$ cat src/rtl/multicycle_ctrl.sv
// Multi-cycle main control FSM for the KGP-RISC core.
// Sequences FETCH -> DECODE -> EXEC -> (MEM) -> (WB) for each instruction and
// drives the PC/IR/register-file/data-memory enables plus the ALU class code.
// Both memory ports use an ack handshake guarded by a watchdog that halts the
// core with an error code when a memory stops responding.
module multicycle_ctrl #(
  parameter int unsigned TIMEOUT = 16  // max wait cycles for an ack; 0 disables the watchdog
) (
  input  logic       clk,
  input  logic       rst,
  input  logic [5:0] opcode,
  input  logic       imem_ack,
  input  logic       dmem_ack,
  input  logic       br_taken,
  output logic       imem_req,
  output logic       ir_we,
  output logic       pc_we,
  output logic [1:0] pc_src,
  output logic [2:0] alu_op,
  output logic       alu_src,
  output logic       dmem_req,
  output logic       dmem_we,
  output logic       reg_we,
  output logic       wb_sel,
  output logic       halt,
  output logic [1:0] err
);

  // Counter must hold 0..TIMEOUT; keep at least one bit when the watchdog is off.
  localparam int unsigned     CW    = (TIMEOUT > 0) ? $clog2(TIMEOUT + 1) : 1;
  localparam logic [CW-1:0]   LIMIT = CW'(TIMEOUT);

  typedef enum logic [2:0] {
    S_FETCH, S_DECODE, S_EXEC, S_MEM, S_WB, S_HALT
  } state_e;

  typedef enum logic [3:0] {
    C_R, C_LW, C_SW, C_BLTZ, C_BZ, C_BNZ, C_ADDI, C_COMPI, C_JUMP, C_HALT, C_ILLEGAL
  } op_class_e;

  localparam logic [1:0] PC_PLUS4  = 2'b00;
  localparam logic [1:0] PC_BRANCH = 2'b01;
  localparam logic [1:0] PC_JUMP   = 2'b10;

  localparam logic [1:0] ERR_NONE    = 2'b00;
  localparam logic [1:0] ERR_ILLEGAL = 2'b01;
  localparam logic [1:0] ERR_IMEM    = 2'b10;
  localparam logic [1:0] ERR_DMEM    = 2'b11;

  localparam logic [2:0] ALU_MEM = 3'b001;

  state_e          state_q, state_d;
  logic [CW-1:0]   cnt_q, cnt_d;
  logic            halt_q, halt_d;
  logic [1:0]      err_q, err_d;

  op_class_e       op_class;
  logic [2:0]      dec_alu;
  logic            dec_imm;
  logic            wd_expired;

  // Opcode decode: instruction class, ALU class code and immediate-operand select.
  always_comb begin
    // NOTE: every combinational output gets a default first so no path can infer a latch.
    op_class = C_ILLEGAL;
    dec_alu  = 3'b000;
    dec_imm  = 1'b0;
    unique case (opcode)
      6'b000000: begin op_class = C_R;     dec_alu = 3'b000;                 end
      6'b000001: begin op_class = C_LW;    dec_alu = 3'b001; dec_imm = 1'b1; end
      6'b000010: begin op_class = C_SW;    dec_alu = 3'b001; dec_imm = 1'b1; end
      6'b000011: begin op_class = C_BLTZ;  dec_alu = 3'b010;                 end
      6'b000100: begin op_class = C_BZ;    dec_alu = 3'b011;                 end
      6'b000101: begin op_class = C_BNZ;   dec_alu = 3'b100;                 end
      6'b000110: begin op_class = C_ADDI;  dec_alu = 3'b101; dec_imm = 1'b1; end
      6'b000111: begin op_class = C_COMPI; dec_alu = 3'b110; dec_imm = 1'b1; end
      6'b001000: begin op_class = C_JUMP;  dec_alu = 3'b000;                 end
      6'b111111: begin op_class = C_HALT;                                    end
      default:   begin op_class = C_ILLEGAL;                                 end
    endcase
  end

  // The watchdog fires only when the wait limit is reached; an ack that same cycle still wins.
  assign wd_expired = (TIMEOUT != 0) && (cnt_q == LIMIT);

  // State, watchdog counter and sticky halt/error registers with synchronous reset.
  always_ff @(posedge clk) begin
    // NOTE: sequential state uses non-blocking assignments so all registers update together.
    if (rst) begin
      state_q <= S_FETCH;
      cnt_q   <= '0;
      halt_q  <= 1'b0;
      err_q   <= ERR_NONE;
    end else begin
      state_q <= state_d;
      cnt_q   <= cnt_d;
      halt_q  <= halt_d;
      err_q   <= err_d;
    end
  end

  // Next-state logic and all control outputs, decoded from state and inputs.
  always_comb begin
    state_d  = state_q;
    cnt_d    = cnt_q;
    halt_d   = halt_q;
    err_d    = err_q;
    imem_req = 1'b0;
    ir_we    = 1'b0;
    pc_we    = 1'b0;
    pc_src   = PC_PLUS4;
    alu_op   = 3'b000;
    alu_src  = 1'b0;
    dmem_req = 1'b0;
    dmem_we  = 1'b0;
    reg_we   = 1'b0;
    wb_sel   = 1'b0;

    unique case (state_q)
      S_FETCH: begin
        imem_req = 1'b1;
        if (imem_ack) begin
          ir_we   = 1'b1;
          pc_we   = 1'b1;
          pc_src  = PC_PLUS4;
          state_d = S_DECODE;
        end else if (wd_expired) begin
          state_d = S_HALT;
          halt_d  = 1'b1;
          err_d   = ERR_IMEM;
        end else if (TIMEOUT != 0) begin
          cnt_d = cnt_q + 1'b1;
        end
      end

      S_DECODE: begin
        if (op_class == C_HALT) begin
          state_d = S_HALT;
          halt_d  = 1'b1;
          err_d   = ERR_NONE;
        end else if (op_class == C_ILLEGAL) begin
          state_d = S_HALT;
          halt_d  = 1'b1;
          err_d   = ERR_ILLEGAL;
        end else begin
          state_d = S_EXEC;
        end
      end

      S_EXEC: begin
        alu_op  = dec_alu;
        alu_src = dec_imm;
        unique case (op_class)
          C_LW, C_SW: state_d = S_MEM;
          C_BLTZ, C_BZ, C_BNZ: begin
            pc_we   = br_taken;
            pc_src  = PC_BRANCH;
            state_d = S_FETCH;
          end
          C_JUMP: begin
            pc_we   = 1'b1;
            pc_src  = PC_JUMP;
            state_d = S_FETCH;
          end
          default: state_d = S_WB;  // R-type, addi, compi
        endcase
      end

      S_MEM: begin
        dmem_req = 1'b1;
        dmem_we  = (op_class == C_SW);
        alu_op   = ALU_MEM;
        if (dmem_ack) begin
          state_d = (op_class == C_SW) ? S_FETCH : S_WB;
        end else if (wd_expired) begin
          state_d = S_HALT;
          halt_d  = 1'b1;
          err_d   = ERR_DMEM;
        end else if (TIMEOUT != 0) begin
          cnt_d = cnt_q + 1'b1;
        end
      end

      S_WB: begin
        reg_we  = 1'b1;
        wb_sel  = (op_class == C_LW);
        state_d = S_FETCH;
      end

      S_HALT: state_d = S_HALT;

      default: state_d = S_FETCH;
    endcase

    // Every state change starts a fresh wait window for the next FETCH or MEM.
    if (state_d != state_q) cnt_d = '0;

    halt = halt_q;
    err  = err_q;

    // Reset silences every output in the same cycle, aborting any access in flight.
    if (rst) begin
      imem_req = 1'b0;
      ir_we    = 1'b0;
      pc_we    = 1'b0;
      pc_src   = PC_PLUS4;
      alu_op   = 3'b000;
      alu_src  = 1'b0;
      dmem_req = 1'b0;
      dmem_we  = 1'b0;
      reg_we   = 1'b0;
      wb_sel   = 1'b0;
      halt     = 1'b0;
      err      = ERR_NONE;
    end
  end

endmodule

$ cat config.mk
export PLATFORM = sky130hd
export DESIGN_NAME = multicycle_ctrl
export DESIGN_NICKNAME = d
export VERILOG_FILES = /design/src/rtl/multicycle_ctrl.sv
export SDC_FILE = /design/constraint.sdc
export NUM_CORES = 1
export LEC_CHECK = 0
export ABC_AREA = 1
export ABC_CLOCK_PERIOD_IN_PS = 3200
export CORE_UTILIZATION = 35
export DETAILED_ROUTE_END_ITERATION = 6
export PLACE_DENSITY = 0.67
export SYNTH_ARGS = -nofsm -noshare
export SYNTH_HDL_FRONTEND = slang
export SYNTH_SLANG_ARGS = --single-unit
$ cat constraint.sdc
create_clock -name clk -period 3.2 [get_ports clk]
set_clock_uncertainty 0.2 [all_clocks]
set_input_delay 0.64 -clock clk [delete_from_list [all_inputs] [get_ports clk]]
set_output_delay 0.64 -clock clk [all_outputs]
set_load 0.005 [all_outputs]
== Yosys cells after proc, flatten, opt, wreduce, memory -nomap -nowiden ==
Index checks and enable logic that the tools add are counted.
Word-level totals
  flip-flop bits (word level): 11
  bits of input ports: 11
  output and inout port bits: 16
  logic and storage cells: 100
Cells by class
  add/sub/neg operators: 1
  equality and inequality tests: 29
  mux-type cells: 53
  reductions and logical operators: 13
Operators by type and width (count)
  $pmux W4 S10: 1
  $eq A6 B3 Y1 const B: 4
  $mux W1: 23
  $mux W3: 7
  $mux W2: 9
  $pmux W3 S6: 1
  $mux W5: 3
  $pmux W3 S5: 1
  $eq A4 B4 Y1 const B: 3
  $eq A6 B2 Y1 const B: 2
  $pmux W3 S2: 2
  $pmux W5 S2: 1
  $eq A4 B2 Y1 const B: 2
  $eq A4 B3 Y1 const B: 2
  $ne A2 B2 Y1 const B: 4
  $reduce_or A4 Y1: 2
  $eq A3 B2 Y1 const B: 2
  $eq A3 B3 Y1 const B: 2
  $eq A6 B1 Y1 const B: 1
  $eq A6 B4 Y1 const B: 1
  $eq A6 B6 Y1 const B: 1
  $logic_not A6 Y1: 1
  $pmux W2 S3: 1
  $reduce_and A6 Y1: 1
  other kinds (16): 19

== Depth between registers and ports, before layout ==
Gate-level depths: netlist of the first run.
  word-level depth: 8
  gate-level depth with buffers: 15

== Worst setup path before layout of the first run ==
OpenSTA, ideal clock, no wires.
  kind: input to output
  start: input port opcode[5]
  end: output port alu_op[0]
  arrival: 1.383 ns
  slack: 0.977 ns
  stages on the path: 6
  cell sequence: nor2_4 -> nand2_1 -> nor2_1 -> inv_1 -> o21ai_0 -> a41o_2
On the way
  cells in the longest elaborated chain, start to end: 5
  elaborated cells on any way between the ends: 11
  classes of those cells: 7 x eq/ne; 3 x mux; 1 x reduce/logical
RTL lines
  start, declared: RTL line 11  | input logic [5:0] opcode,
  $eq A6 B2 Y1 or $eq A6 B1 Y1 (tied branches): RTL line 68  | unique case (opcode)
  $reduce_or A2 Y1 (no source line)
  $pmux W3 S6 *: RTL line 68
  $pmux W3 S2 *: RTL line 119  | unique case (state_q)
  $mux W3 *: RTL line 202  | if (rst) begin
  end, declared: RTL line 19  | output logic [2:0] alu_op,
Every way passes the cells marked *; elsewhere a longest branch is shown, timed or not.

== Final worst setup path of the first run ==
  start: input port opcode[0]
  end: output port alu_op[0]
The elaborated chain is that of the path after synthesis.

==> results of run 1 <==
==> state kept, by name, summed over array words and instances, names as in the netlist <==
signal   count
cnt_q        5
state_q      3
err_q        2
halt_q       1
==> through the flow <==
stage	util [%]	hold slack, ps	setup WS (ps)
after floorplan	-	232	977
after global routing	55.3	296	-40.0
final	55.3	253	35.2
after CTS	54.7	257	2.43
after global placement	53.7	239	-20.0
after detailed placement	53.7	244	-67.5
==> layout make-up <==
cell class	count	area, um^2	area share, %
multi-input combinational	129	659	46.0
timing repair buffer	40	369	25.8
inverter	32	120	8.38
sequential	11	220	15.4
clock buffer	4	26.3	1.83
tap	30	37.5	2.62
==> synth_stat cells (all sizes together) <==
master  number  share of area [%]
nand2       46                 19
nor2        36                 16
inv         32                 12
dfxtp       11                 22
nand3       11                6.0
o21ai        9                4.9
a21oi        6                3.0
nand4        6                3.8
nor3         4                2.0
xor2         4                3.5
clkbuf       2               0.75
ha           2                2.5
a31oi        1               0.63
a41o         1                1.1
and2         1               0.63
nor4         1               0.63
o211ai       1               0.75
==> power by group <==
| part | switching (mW) | internal [mW] | leakage (nW) | total [mW] |
|---|---|---|---|---|
| combinational | 0.144 | 0.102 | 0.633 | 0.246 |
| clock | 0.0520 | 0.0484 | 0.0150 | 0.100 |
| sequential | 0.0151 | 0.158 | 0.0897 | 0.173 |
==> cells by family after synthesis <==
kind of cell	Yosys count
AND/OR/NAND/NOR	105
adder cells (fa/ha/maj)	2
buffers and inverters	34
AO/OA/AOI/OAI	18
flip-flops	11
XOR/XNOR	4
==> path summary, 6_finish.rpt <==
check                                from        end  slack [ps]
worst min-delay path             err_q[1]   err_q[1]         250
worst min register to register   err_q[1]   err_q[1]         250
worst max register to register   cnt_q[0]   cnt_q[2]        1250
worst max-delay path            opcode[0]  alu_op[0]          40
==> layer usage <==
metal | global-route usage (%) | routed length, um | vias up
li1 | - | - | 633
met5 | 0 | 0 | -
met2 | 31.2 | 1300 | 16
met3 | 4.22 | 80 | 4
met4 | 4.29 | 34 | 0
met1 | 25.2 | 1290 | 532
==> worst max-delay path: cells and delay by family <==
kind | cells | cell delay, ps
AO/OA/AOI/OAI | 2 | 330
buffers and inverters | 2 | 910
AND/OR/NAND/NOR | 3 | 450
==> repair_timing <==
action / in CTS / in global routing
gates resized for setup: 6 / 6
hold endpoints to repair: 0 / 0
gates cloned: 0 / 0
endpoints found under the setup margin: 3 / 7
pin swaps: 2 / 1
==> results_dict.tcl, run 1 <==
set metrics [dict create \
    core-area_um2 2590 \
    end_kind "output pin" \
    viasPerCell 4.82 \
    cts_buffers 3 \
    portBuffers 26 \
    clock_sinks 11 \
    cp.required_ps 2360 \
    drt_iter0_drc 59 \
    initial_core_util_pct 38.4 \
    total_leakage_power_nw 0.738 \
    drive_above_1_share_pct 19.0 \
    finalNonFillerCells 246 \
    wl_mm 2.70 \
    synth-xor-area-share_pct 3.52 \
    final_common_cell "nand2_1" \
    hold_path.class "register to register" \
    cts_tree "yes" \
    muxShareOfSynthArea_pct 0 \
    slew_headroom_pct 80.1 \
    grt_max_degree 10 \
    postCtsSetupBuffers 0 \
    syn_avg_cell_area_um2 5.72 \
    peakVddDrop_mv 0.268 \
    yosys.area_share.simple_pct 48.6 \
    setup-violations-final 0 \
    cp_max_fo 4 \
    htree_levels 1 \
    syn_nets 187 \
    grt_pass1_vias 1080 \
    grt_use_total_pct 18.9 \
    detail-route-antenna-nets 0 \
    reg2reg_depth 13 \
    pwr_density_cell_nw_per_um2 362 \
    ioPinCount 27 \
    overflow 0 \
    antenna_found_initial 0 \
    synth_top_family_by_area "simple AND/OR/NAND/NOR gates" \
    setup_tns_ps 0 \
    yosysSeqAreaShare_pct 22.1 \
    dieArea_um2 3060 \
    dp_cells 242 \
    rows 18 \
    crit_chain "clkdlybuf4s50_1 -> nor2_1 -> nor2_2 -> nand2_1 -> o21ai_1 -> a41o_2 -> clkdlybuf4s50_1" \
    gp_congestion 0.890 \
    ys_warn_count 0 \
    cts.clk_slew.worst_paths_ps 80 \
    placed_area_um2 1390 \
    dr_total_vias 1185 \
    slowest_stage "clkdlybuf4s50_1" \
    fillCellCount 264 \
    wl_per_cell_um 11.0 \
    p_total_mw 0.519 \
    status "completed" \
    final_cell_mix "nand2_1, inv_1, nor2_1" \
    grt_pass1_wl_mm 4.73 \
    final.min_clock_period_ps 3160 \
    critPathKind "input port to output pin" \
    antenna_cells 0 \
    cap_violations 0 \
    synth_cells 174 \
    synthDistinctLibCells 23 \
    first_pass_iters 4 \
    die_width_um 55.3 \
    hold_buffers 0 \
    cts_root_buf "clkbuf_4" \
    tightest_slew_ps 297 \
    final_area_um2 1430 \
    ys_ff_latch 11 \
    clk_latency_ps 280 \
    cp_common_cell "clkdlybuf4s50_1" \
    synthesis.area_um2 995 \
    synth_compound_area_share_pct 10.4 \
    arrival_ps 2320 \
    max_stage_delay_ps 460 \
    fin_crit_sh_pct 98.9 \
    synth_adder_area_share_pct 2.52 \
    hold_violations 0 \
    place_hpwl_mm 2.29 \
    slew_viol_final 0 \
    fmax_mhz 316 \
    holdPathStages 2 \
    areaGrowthSynthToFinish_pct 44.0 \
    drc 0 \
    die_y_um 55.3 \
    rsz0062_at_grt "yes" \
    start_kind "input port" \
    clk_path_buf_depth 2 \
    nNetsFinal 230 \
]
Note: power is estimated with default switching activity, not from simulation.
==> run 2, diff against run 1 <==
Settings changed: REMOVE_ABC_BUFFERS set to 1.
==> results_dict.tcl, run 2 (synthesis results as in run 1) <==
set metrics [dict create \
    viasPerCell 4.88 \
    slew_viol_final 0 \
    status "completed" \
    clock_sinks 11 \
    postCtsSetupBuffers 0 \
    core-area_um2 2590 \
    rows 18 \
    dieArea_um2 3060 \
    drt_iter0_drc 33 \
    die_width_um 55.3 \
    p_int_mw 0.308 \
    slowest_stage "clkdlybuf4s50_1" \
    total_leakage_power_nw 0.751 \
    largest-register "cnt_q" \
    tightest_slew_ps 317 \
    arrival_ps 2090 \
    fmax_mhz 341 \
    pwr-share-comb_pct 48.3 \
    slew_headroom_pct 78.7 \
    cts_buffers 3 \
    detail-route-antenna-nets 0 \
    reg_top3 "cnt_q: 5 flops, state_q: 3 flops, err_q: 2 flops" \
    drc 0 \
    postCtsResizedCells 1 \
    end_kind "output pin" \
    htree_levels 1 \
    fin_ws_ps 270 \
    reg2reg_from "cnt_q[0]" \
    initial_core_util_pct 38.4 \
    ioPinCount 27 \
    dr_total_vias 1196 \
    wl_mm 2.66 \
    drive_above_1_share_pct 17.7 \
    fillCellCount 266 \
    pwr_density_cell_nw_per_um2 359 \
    final.min_clock_period_ps 2930 \
    hold_violations 0 \
    areaGrowthSynthToFinish_pct 43.6 \
    grt_pass1_wl_mm 4.53 \
    hold_buffers 0 \
    start_kind "input port" \
    post-place-ws_ps 0.482 \
    portBuffers 26 \
    peakVddDrop_mv 0.267 \
    setup_tns_ps 0 \
    clk_latency_ps 260 \
    p_sw_share_pct 40.1 \
    cap_violations 0 \
    cts.clk_slew.worst_paths_ps 70 \
    hold_ws_ps 252 \
    p_seq_share_pct 33.9 \
    overflow 0 \
    critPathKind "input port to output pin" \
    rsz0062_at_grt "no" \
    final_area_um2 1430 \
    grt_max_degree 17 \
    worstHoldStart "err_q[1]" \
    clk_path_buf_depth 2 \
    gp_congestion 0.882 \
    antenna_found_initial 0 \
    multiInputGateArea_um2 652 \
    grt_use_total_pct 18.0 \
    placed_area_um2 1380 \
    crit_chain "clkdlybuf4s50_1 -> buf_4 -> nor2_1 -> a41o_2 -> clkdlybuf4s50_1" \
    max_stage_delay_ps 470 \
    cp_max_fo 16 \
    p_switching_mw 0.206 \
    nNetsFinal 229 \
    antenna_cells 0 \
    final_cell_mix "nand2_1, inv_1, nor2_1" \
    setup-violations-final 0 \
    first_pass_iters 4 \
    largest_reg_flops 5 \
    p_clk_share_pct 17.7 \
    cp_common_cell "clkdlybuf4s50_1" \
    grt_pass1_vias 1068 \
    final-seq-area_um2 220 \
    place_hpwl_mm 2.22 \
    final_common_cell "nand2_1" \
    startpoint "rst" \
    wl_per_cell_um 10.9 \
    cp.required_ps 2360 \
    hold_path.class "register to register" \
    cts_root_buf "clkbuf_4" \
    fin_crit_sh_pct 91.6 \
    die_y_um 55.3 \
    cts_tree "yes" \
]
run 2: critical path, delay by kind of cell:
| family | cells | cell delay, ps |
|---|---|---|
| buffers and inverters | 3 | 1120 |
| AND/OR/NAND/NOR | 1 | 90 |
| AO/OA/AOI/OAI | 1 | 230 |
run 2: metal layers:
metal / global-route usage (%) / wire (um) / vias to the layer above
li1: - / - / 627
met1: 21.9 / 1230 / 535
met2: 32.9 / 1300 / 30
met3: 2.11 / 111 / 4
met4: 5.36 / 19 / 0
met5: 0 / 0 / -
run 2: power by group through the flow:
stage	clock network [mW]	registers, mW	logic (mW)
after floorplan	0	0.173	0.162
after global placement	0	0.176	0.239
after detailed placement	0	0.177	0.249
after CTS	0.0953	0.174	0.250
after global routing	0.104	0.178	0.278
final	0.0909	0.174	0.248
run 2: stage by stage:
step / util, % / instances / power, mW
6_report: 55.2 / 245 / 0.513
5_1_grt: 55.2 / 245 / 0.560
4_1_cts: 54.5 / 245 / 0.519
3_5_place_dp: 53.4 / 241 / 0.426
3_3_place_gp: 53.4 / 241 / 0.415
2_1_floorplan: - / 172 / 0.334
run 2: final cells by class:
| type | count | area share, % |
|---|---|---|
| inverters | 32 | 8.41 |
| clock buffers | 4 | 1.84 |
| multi-input cells | 129 | 45.6 |
| flip-flops and latches | 11 | 15.4 |
| well taps | 30 | 2.63 |
| repair buffers | 39 | 26.1 |
run 2: worst paths after layout:
check | slack, ps | depth (start not counted) | endpoint
worst min register to register | 250 | 2 | err_q[1]
worst min-delay path | 250 | 2 | err_q[1]
worst max register to register | 1260 | 13 | cnt_q[3]
worst max-delay path | 270 | 5 | alu_op[0]
==> run 3, diff against run 2 <==
Settings changed: CORE_MARGIN set to 3, CORE_UTILIZATION 35 to 29, PLACE_DENSITY 0.67 to 0.59.
==> results_dict.tcl, run 3 (synthesis results as in run 1) <==
set metrics [dict create \
    max_stage_delay_ps 510 \
    hold_violations 0 \
    detail-route-antenna-nets 0 \
    core-area_um2 3150 \
    overflow 0 \
    grt_use_total_pct 14.1 \
    drive_above_1_share_pct 19.8 \
    regToRegEndpoint "cnt_q[3]" \
    place_hpwl_mm 2.20 \
    ioPinCount 27 \
    fin_crit_sh_pct 93.4 \
    crit_chain "dlygate4sd2_1 -> nor2_4 -> buf_4 -> nand3_1 -> nand2_1 -> nand2_1 -> nand2_1 -> nand2_1 -> a21oi_1 -> clkdlybuf4s50_1" \
    rrSetupSlack_ps 1280 \
    end_kind "output pin" \
    slowest_stage "clkdlybuf4s50_1" \
    die_width_um 64.6 \
    cp_max_fo 6 \
    start_kind "input port" \
    clk_path_buf_depth 2 \
    wl_mm 2.68 \
    cts_buffers 3 \
    gp_congestion 0.850 \
    startpoint "opcode[5]" \
    slew_headroom_pct 78.5 \
    initial_core_util_pct 31.5 \
    final_cell_mix "nand2_1, inv_1, nor2_1" \
    first_pass_iters 4 \
    cp_common_cell "nand2_1" \
    final_common_cell "nand2_1" \
    critical_path_cell_count 10 \
    viasPerCell 4.43 \
    arrival_ps 2150 \
    final.min_clock_period_ps 2990 \
    holdPathStages 2 \
    reg2reg_depth 13 \
    worstHoldStart "err_q[1]" \
    status "completed" \
    peakVddDrop_mv 0.218 \
    postCtsSetupBuffers 0 \
    crit_buf_inv 3 \
    cts_root_buf "clkbuf_4" \
    placed_area_um2 1420 \
    setup-violations-final 0 \
    cap_violations 0 \
    htree_levels 1 \
    clk_latency_ps 270 \
    cp_top_family "buffers and inverters" \
    hold_path.class "register to register" \
    final_area_um2 1460 \
    critPathKind "input port to output pin" \
    fmax_mhz 335 \
    crit_path_end "pc_we" \
    clock_sinks 11 \
    cts.clk_slew.worst_paths_ps 70 \
    total_leakage_power_nw 0.750 \
    slew_viol_final 0 \
    pwr_density_cell_nw_per_um2 351 \
    reg2reg_from "cnt_q[0]" \
    nNetsFinal 231 \
    largest-register "cnt_q" \
    hold_buffers 0 \
    largest_reg_flops 5 \
    tightest_slew_ps 320 \
    rows 20 \
    rsz0062_at_grt "no" \
    dieArea_um2 4170 \
    reg_top3 "cnt_q: 5 flops, state_q: 3 flops, err_q: 2 flops" \
    die_y_um 64.6 \
    portBuffers 26 \
    areaGrowthSynthToFinish_pct 47.0 \
    grt_pass1_vias 1084 \
    wl_per_cell_um 10.3 \
    grt_max_degree 11 \
    antenna_cells 0 \
    setup_tns_ps 0 \
    cp.required_ps 2360 \
    drc 0 \
    drt_iter0_drc 70 \
    antenna_found_initial 0 \
    cts_tree "yes" \
    dr_total_vias 1157 \
    grt_pass1_wl_mm 4.73 \
]
-- run 3: cell types whose count changed in the layout (fill, tap and decap cells not counted), sizes merged --
cell          delta
buf              +2
dlygate4sd2      +1
dlymetal6s2s     -1
-- run 3: layer usage --
metal	vias up	global-route usage [%]	share of wire [%]	wire, um
met3	5	3.12	3.0	80
li1	633	-	-	-
met1	498	18.5	50	1350
met4	0	4.75	1.1	29
met2	21	22.8	45	1220
met5	-	0	0	0
-- run 3: worst register-to-register path, stage by stage, from the launching register on --
cell	delay (ps)
dfxtp_1	350
inv_1	70
ha_1	190
nand2_1	60
inv_1	30
nand2_1	150
nand2_1	90
nand2_1	70
nand2_1	50
nor2_1	90
nand3_1	110
a21oi_1	170
nand2_2	120
nor2_1	110
-- run 3: stage by stage --
step / hold WS [ps] / power (mW) / setup slack, ps / utilization, % / std cells
after floorplan: 232 / 0.334 / 977 / - / 172
after global placement: 249 / 0.422 / -27.0 / 44.9 / 257
after detailed placement: 250 / 0.421 / -31.2 / 44.9 / 257
after CTS: 263 / 0.523 / 3.10 / 45.8 / 261
after global routing: 307 / 0.570 / 62.7 / 46.4 / 261
final: 260 / 0.514 / 211 / 46.4 / 261
-- run 3: cell type report --
class                           count  area, um^2
Clock buffer                        4        26.3
Multi-Input combinational cell    129         657
Timing Repair Buffer               41         384
Fill cell                         345        1690
Tap cell                           44        55.1
Sequential cell                    11         220
Inverter                           32         120
-- run 3: where the power goes --
group | leakage [nW] | internal [mW] | switching (mW) | total, mW
clock | 0.0150 | 0.0483 | 0.0479 | 0.0962
sequential | 0.0897 | 0.158 | 0.0157 | 0.173
combinational | 0.645 | 0.102 | 0.142 | 0.244
-- run 3: worst min-delay path by stage --
stage                     to  slack (ps)
floorplan           err_q[1]         230
global placement    err_q[1]         250
detailed placement  err_q[1]         250
CTS                 err_q[1]         260
global route        err_q[1]         310
finish              err_q[1]         260
-- run 3: timing repair --
action	CTS	global route
setup endpoints to repair	4	8
resized for setup	3	9
pin swaps	0	1
